===== src/rtl/divisor_arbiter.sv =====
// rtl/divisor_arbiter.sv - round-robin sharing of one divider among NREQ requesters
// Optional feature macro: DIV_ZERO_BYPASS_EN (zero denominators answered without the divider)
module divisor_arbiter #(
   parameter int SIZE = 32,
   parameter int NREQ = 4,
   localparam int IDW = (NREQ > 1) ? $clog2(NREQ) : 1
) (
   input  logic                 CLK,
   input  logic                 RST_N,
   input  logic [NREQ-1:0]      REQ,
   input  logic [NREQ*SIZE-1:0] NUM_IN,
   input  logic [NREQ*SIZE-1:0] DEN_IN,
   output logic [NREQ-1:0]      GNT,
   output logic                 DIV_START,
   output logic [SIZE-1:0]      DIV_NUM,
   output logic [SIZE-1:0]      DIV_DEN,
   input  logic                 DIV_DONE,
   input  logic [SIZE-1:0]      DIV_COC,
   input  logic [SIZE-1:0]      DIV_RES,
   output logic [NREQ-1:0]      RSP_VALID,
   output logic [IDW-1:0]       RSP_ID,
   output logic [SIZE-1:0]      RSP_COC,
   output logic [SIZE-1:0]      RSP_RES,
   output logic                 RSP_ERR
);

   localparam logic [1:0] S_IDLE   = 2'd0;
   localparam logic [1:0] S_LAUNCH = 2'd1;
   localparam logic [1:0] S_WAIT   = 2'd2;
   localparam logic [1:0] S_RESP   = 2'd3;

   logic [1:0]        state;
   logic [IDW-1:0]    ptr;

   logic [2*NREQ-1:0] req_rot;
   logic              win_found;
   logic [IDW-1:0]    win_off;
   logic [IDW-1:0]    win_idx;
   logic [IDW-1:0]    ptr_nxt;
   logic [SIZE-1:0]   win_num;
   logic [SIZE-1:0]   win_den;
   int                win_sum;

   function automatic logic [NREQ-1:0] onehot(input logic [IDW-1:0] idx);
      logic [NREQ-1:0] v;
      v = '0;
      for (int k = 0; k < NREQ; k++) begin
         if (k == int'(idx)) v[k] = 1'b1;
      end
      return v;
   endfunction

   // Rotate requests so bit 0 is the requester at ptr; first set bit is the winner offset.
   always_comb begin
      req_rot   = {REQ, REQ} >> ptr;
      win_found = 1'b0;
      win_off   = '0;
      for (int k = 0; k < NREQ; k++) begin
         if (!win_found && req_rot[k]) begin
            win_found = 1'b1;
            win_off   = IDW'(k);
         end
      end
      win_sum = int'(ptr) + int'(win_off);
      if (win_sum >= NREQ) win_sum = win_sum - NREQ;
      win_idx = IDW'(win_sum);
      if (int'(win_idx) == NREQ - 1) ptr_nxt = '0;
      else                           ptr_nxt = win_idx + 1'b1;
      win_num = '0;
      win_den = '0;
      for (int k = 0; k < NREQ; k++) begin
         if (k == int'(win_idx)) begin
            win_num = NUM_IN[k*SIZE +: SIZE];
            win_den = DEN_IN[k*SIZE +: SIZE];
         end
      end
   end

`ifdef DIV_ZERO_BYPASS_EN
   logic rsp_err_q;
   logic bypass;
   assign RSP_ERR = rsp_err_q;
`else
   assign RSP_ERR = 1'b0;
`endif

   // State names mark the cycle in which each registered output is visible:
   // LAUNCH carries GNT, the first WAIT cycle carries DIV_START, RESP carries RSP_VALID.
   // RESP re-arbitrates so back-to-back operations run every L+3 cycles.
   always_ff @(posedge CLK or negedge RST_N) begin
      if (!RST_N) begin
         state     <= S_IDLE;
         ptr       <= '0;
         GNT       <= '0;
         DIV_START <= 1'b0;
         DIV_NUM   <= '0;
         DIV_DEN   <= '0;
         RSP_VALID <= '0;
         RSP_ID    <= '0;
         RSP_COC   <= '0;
         RSP_RES   <= '0;
`ifdef DIV_ZERO_BYPASS_EN
         rsp_err_q <= 1'b0;
         bypass    <= 1'b0;
`endif
      end else begin
         GNT       <= '0;
         DIV_START <= 1'b0;
         RSP_VALID <= '0;
         case (state)
            S_IDLE, S_RESP: begin
               if (win_found) begin
                  GNT     <= onehot(win_idx);
                  DIV_NUM <= win_num;
                  DIV_DEN <= win_den;
                  RSP_ID  <= win_idx;
                  ptr     <= ptr_nxt;
`ifdef DIV_ZERO_BYPASS_EN
                  bypass  <= (win_den == '0);
`endif
                  state   <= S_LAUNCH;
               end else begin
                  state <= S_IDLE;
               end
            end
            S_LAUNCH: begin
`ifdef DIV_ZERO_BYPASS_EN
               if (bypass) begin
                  RSP_COC   <= '1;
                  RSP_RES   <= DIV_NUM;
                  rsp_err_q <= 1'b1;
                  RSP_VALID <= onehot(RSP_ID);
                  state     <= S_RESP;
               end else begin
                  DIV_START <= 1'b1;
                  state     <= S_WAIT;
               end
`else
               DIV_START <= 1'b1;
               state     <= S_WAIT;
`endif
            end
            S_WAIT: begin
               // DONE seen while START is still out is left over from the previous operation.
               if (DIV_DONE && !DIV_START) begin
                  RSP_COC   <= DIV_COC;
                  RSP_RES   <= DIV_RES;
`ifdef DIV_ZERO_BYPASS_EN
                  rsp_err_q <= 1'b0;
`endif
                  RSP_VALID <= onehot(RSP_ID);
                  state     <= S_RESP;
               end
            end
            default: state <= S_IDLE;
         endcase
      end
   end

endmodule


===== config.mk =====
export PLATFORM = sky130hd
export DESIGN_NAME = divisor_arbiter
export DESIGN_NICKNAME = d
export VERILOG_FILES = /design/src/rtl/divisor_arbiter.sv
export SDC_FILE = /design/constraint.sdc
export NUM_CORES = 1
export LEC_CHECK = 0
export CAP_MARGIN = 20
export CORE_AREA = 5 5 178 180
export CTS_BUF_LIST = sky130_fd_sc_hd__clkbuf_4
export DETAILED_ROUTE_END_ITERATION = 6
export DIE_AREA = 0 0 183 185
export GPL_TIMING_DRIVEN = 0
export HOLD_SLACK_MARGIN = 0.1
export MAX_ROUTING_LAYER = met4
export PLACE_DENSITY = 0.68
export SLEW_MARGIN = 30
export SYNTH_ARGS = -nofsm -noshare
export SYNTH_HDL_FRONTEND = slang
export SYNTH_SLANG_ARGS = --single-unit
export TNS_END_PERCENT = 1

===== constraint.sdc =====
create_clock -name CLK -period 3 [get_ports CLK]
set_clock_uncertainty 0.15 [all_clocks]
set_input_delay 0.6 -clock CLK [delete_from_list [all_inputs] [get_ports CLK]]
set_output_delay 0.6 -clock CLK [all_outputs]
set_load 0.05 [all_outputs]

==> metrics <==
Synth Instances=797; Arr. time, crit path=3520 ps; Leak Pwr=5.42 nW; RSZ-0062 raised after global routing=true; mean post-synth cell area=9.60 um2; routed vias/inst=between 4 and 5; Layout Nets=1628; worst skew pair latency=530 ps; Die Span X=approximately 180 um; Pre-antenna DRT Iters=4; WL final=36.3 mm; HP Class=reg2reg; post-synthesis mux area share=0.0972; syn nets=1131; critical path type=reg2reg; Fin. Hold Viols=0; CTS tree=built; Post-synth EDFFs=0; CTS root buf=clkbuf_4; Setup WS post-layout=-204 ps; Placeable Area=between 30000 and 40000 um2; Num CTS Buffers=17; post-synthesis adder-cell area fraction=0.0114; Syn. warnings=0; Initial Util=0.255; Crit Reg-Reg Endpoint=DIV_NUM[20]$_DFFE_PN0P_; fin crit share=1.07; DIE AREA=33900 um2; chip height=about 190 um; gr usage total=0.208; #FFs+latches synth=about 140; DR WL/cell=21.3 um; drt drc=0; vias in the first global route=8713; Crit Path Max Fanout=10; required time worst endpoint=approximately 3300 ps; Final Max Tran Viols=0; status=finished, violations left; largest net degree at the start of global routing=75; CTS H-tree depth=4; Slew HR=0.490; sequential area share after synthesis=0.468; Worst-Margin Slew=around 760 ps; VDD IR max=0.000620 V; final number of setup-violating endpoints=64; Area growth syn-to-layout=82.8%; CTS sink cnt=143; ratio of cells with drive above 1 in the final layout=0.179; reg2reg path depth=16; Main synth FF type=dfrtp_1; Hold Path Cell Cnt=2; Worst-path clk slew=~120 ps; antenna-violating nets left=0; Slowest Stage Delay on Critical Path=between 400 and 500 ps; GRT overflow=0; Core Rows=64; Compound-Gate Fraction of Synth Area=0.172; Port Buffers=463; CP startpoint=ptr[0]$_DFFE_PN0P_; global-route wire length before repair=51.6 mm; slowest stage cell, crit path=dfrtp_1; ys async rst share=1.00; io pins=467; Min Hold Slack=341 ps; Critical Path, Cell by Cell=buf_6 > nor3_2 > a31oi_1 > o211ai_1 > ha_2 > xor2_4 > and3_4 > or2_4 > ha_4 > buf_12 > clkinvlp_4 > buf_12 > buf_6 > a311oi_1 > a21oi_1 > o21ai_1; largest family of logic cells by synthesized area=simple AND/OR/NAND/NOR gates; initial antenna violation count=2; HPWL after DPL=28.0 mm; pre-CTS WS=-1410 ps; Max Cap Viol=0; PwrDens=1500 nW/um2; Setup crit end kind=flop; Max Buffers Root-to-Sink=2; DRT iter0 DRCs=362; f_max=around 310 MHz; Post-Synth Simple-Gate Area=0.199; Unique masters post-synth=37; Period minus WS final=3200 ps; R2R setup slack=-200 ps; Min-Delay Startpoint=DIV_DEN[3]$_DFFE_PN0P_; gp weighted congestion=0.874; failing checks=negative setup slack; Setup crit start kind=flop; Reg-to-Reg Start=ptr[0]$_DFFE_PN0P_; Post-Syn Area=7650 um2; DR vias=8183; WHS Endpoint=DIV_DEN[3]$_DFFE_PN0P_; Post-Synth XOR/XNOR Area=0.00114
-- layer usage --
metal | vias to the layer above | track usage | share of wire
met5 | - | - | 0
met4 | 0 | 0.0790 | 0.037
met3 | 69 | 0.0516 | 0.065
met2 | 371 | 0.347 | 0.50
met1 | 3907 | 0.242 | 0.40
li1 | 3836 | - | -
-- metrics by stage --
step / cell area [um2] / std cells / TNS, ps / power, W / util
2_1_floorplan: 7810 / 797 / -2070 / 0.0128 / -
3_3_place_gp: 12900 / 1656 / -756600 / 0.0176 / 0.431
3_5_place_dp: 13000 / 1657 / -80010 / 0.0178 / 0.432
4_1_cts: 13700 / 1700 / -5920 / 0.0204 / 0.457
5_1_grt: 14000 / 1704 / -18010 / 0.0223 / 0.466
6_report: 14000 / 1704 / -7650 / 0.0209 / 0.466
-- cell usage after synthesis (2+ instances only) --
master	number	share of area
buf_1	5	0.0025
buf_2	24	0.016
ha_1	7	0.011
buf_6	4	0.0059
nor2b_1	65	0.053
nor3b_1	5	0.0049
nand3b_1	62	0.061
nand2_1	136	0.067
a221oi_1	2	0.0023
nand2b_1	3	0.0025
nor2_1	10	0.0049
inv_1	8	0.0039
or2_2	2	0.0016
a21oi_1	66	0.043
o21ai_1	4	0.0026
a311oi_1	62	0.071
buf_4	2	0.0020
mux2_2	65	0.096
dfrtp_1	143	0.47
o31a_1	3	0.0034
nor3_1	3	0.0020
clkbuf_1	40	0.020
o21ai_0	62	0.041
-- worst max path at each step --
stage                                    to  slack (ps)  cells past startpoint
finish              DIV_NUM[20]$_DFFE_PN0P_        -200                     16
floorplan            DIV_DEN[0]$_DFFE_PN0P_         -50                     15
global route         DIV_DEN[4]$_DFFE_PN0P_        -350                     15
detailed placement  DIV_NUM[14]$_DFFE_PN0P_       -1410                     14
CTS                 DIV_NUM[20]$_DFFE_PN0P_        -160                     17
global placement    DIV_NUM[14]$_DFFE_PN0P_       -4780                      1
-- state kept, by name, indices dropped and copies added (netlist names) --
signal	count
ptr	2
RSP_VALID	4
RSP_COC	32
GNT	4
DIV_DEN	32
DIV_NUM	32
RSP_ID	2
state	2
DIV_START	1
RSP_RES	32
-- area by class of cell --
class	instances	area (um2)
diodes	2	5.00
plain buffers	75	691
clock buffers	18	135
clock inverters	13	138
fillers	2896	16000
inverters	8	33.8
multi-input cells	570	4020
flip-flops and latches	143	3580
well taps	396	495
repair buffers	479	4890
-- cell families after synthesis --
kind of cell	Yosys count
adder cells (fa/ha/maj)	7
XOR/XNOR	1
multiplexers	66
AND/OR/NAND/NOR	289
AO/OA/AOI/OAI	206
flip-flops	143
buffers and inverters	84
other	1
-- critical path: cells and delay by family (launching register included) --
kind / cells / cell delay [ps]
xor+xnor: 1 / 190
flops: 1 / 420
compound gates: 5 / 730
fa+ha+maj: 2 / 430
buf+inv: 5 / 700
simple gates: 3 / 510
-- layout by cell type, fill, tap and decap left out, drive strengths merged, types with 2 or more instances in the layout --
cell / count
nand2b: 3
or2: 2
clkinvlp: 4
o21ai: 66
diode: 2
nor3: 3
a221oi: 2
ha: 7
a21oi: 66
buf: 57
bufinv: 2
a311oi: 62
clkbuf: 54
nand2: 136
clkinv: 5
clkdlybuf4s50: 460
inv: 10
dfrtp: 143
o31a: 3
nor3b: 5
nor2: 10
nor2b: 65
nand3b: 62
mux2: 66
-- where the power goes --
group          internal, W  switching, W  total (W)
Clock             0.000502      0.000779    0.00128
Combinational      0.00677       0.00948     0.0162
Sequential         0.00290      0.000516    0.00342
Total               0.0102        0.0108     0.0209
-- repair_timing --
item / CTS / global route
setup endpoints to repair: 69 / 66
hold buffers: 1 / 0
hold endpoints to repair: 69 / 0
gates cloned: 3 / 4
gates resized for setup: 85 / 63
pin swaps: 36 / 20
buffers inserted: 8 / 1
(Power assumes the default switching activity.)
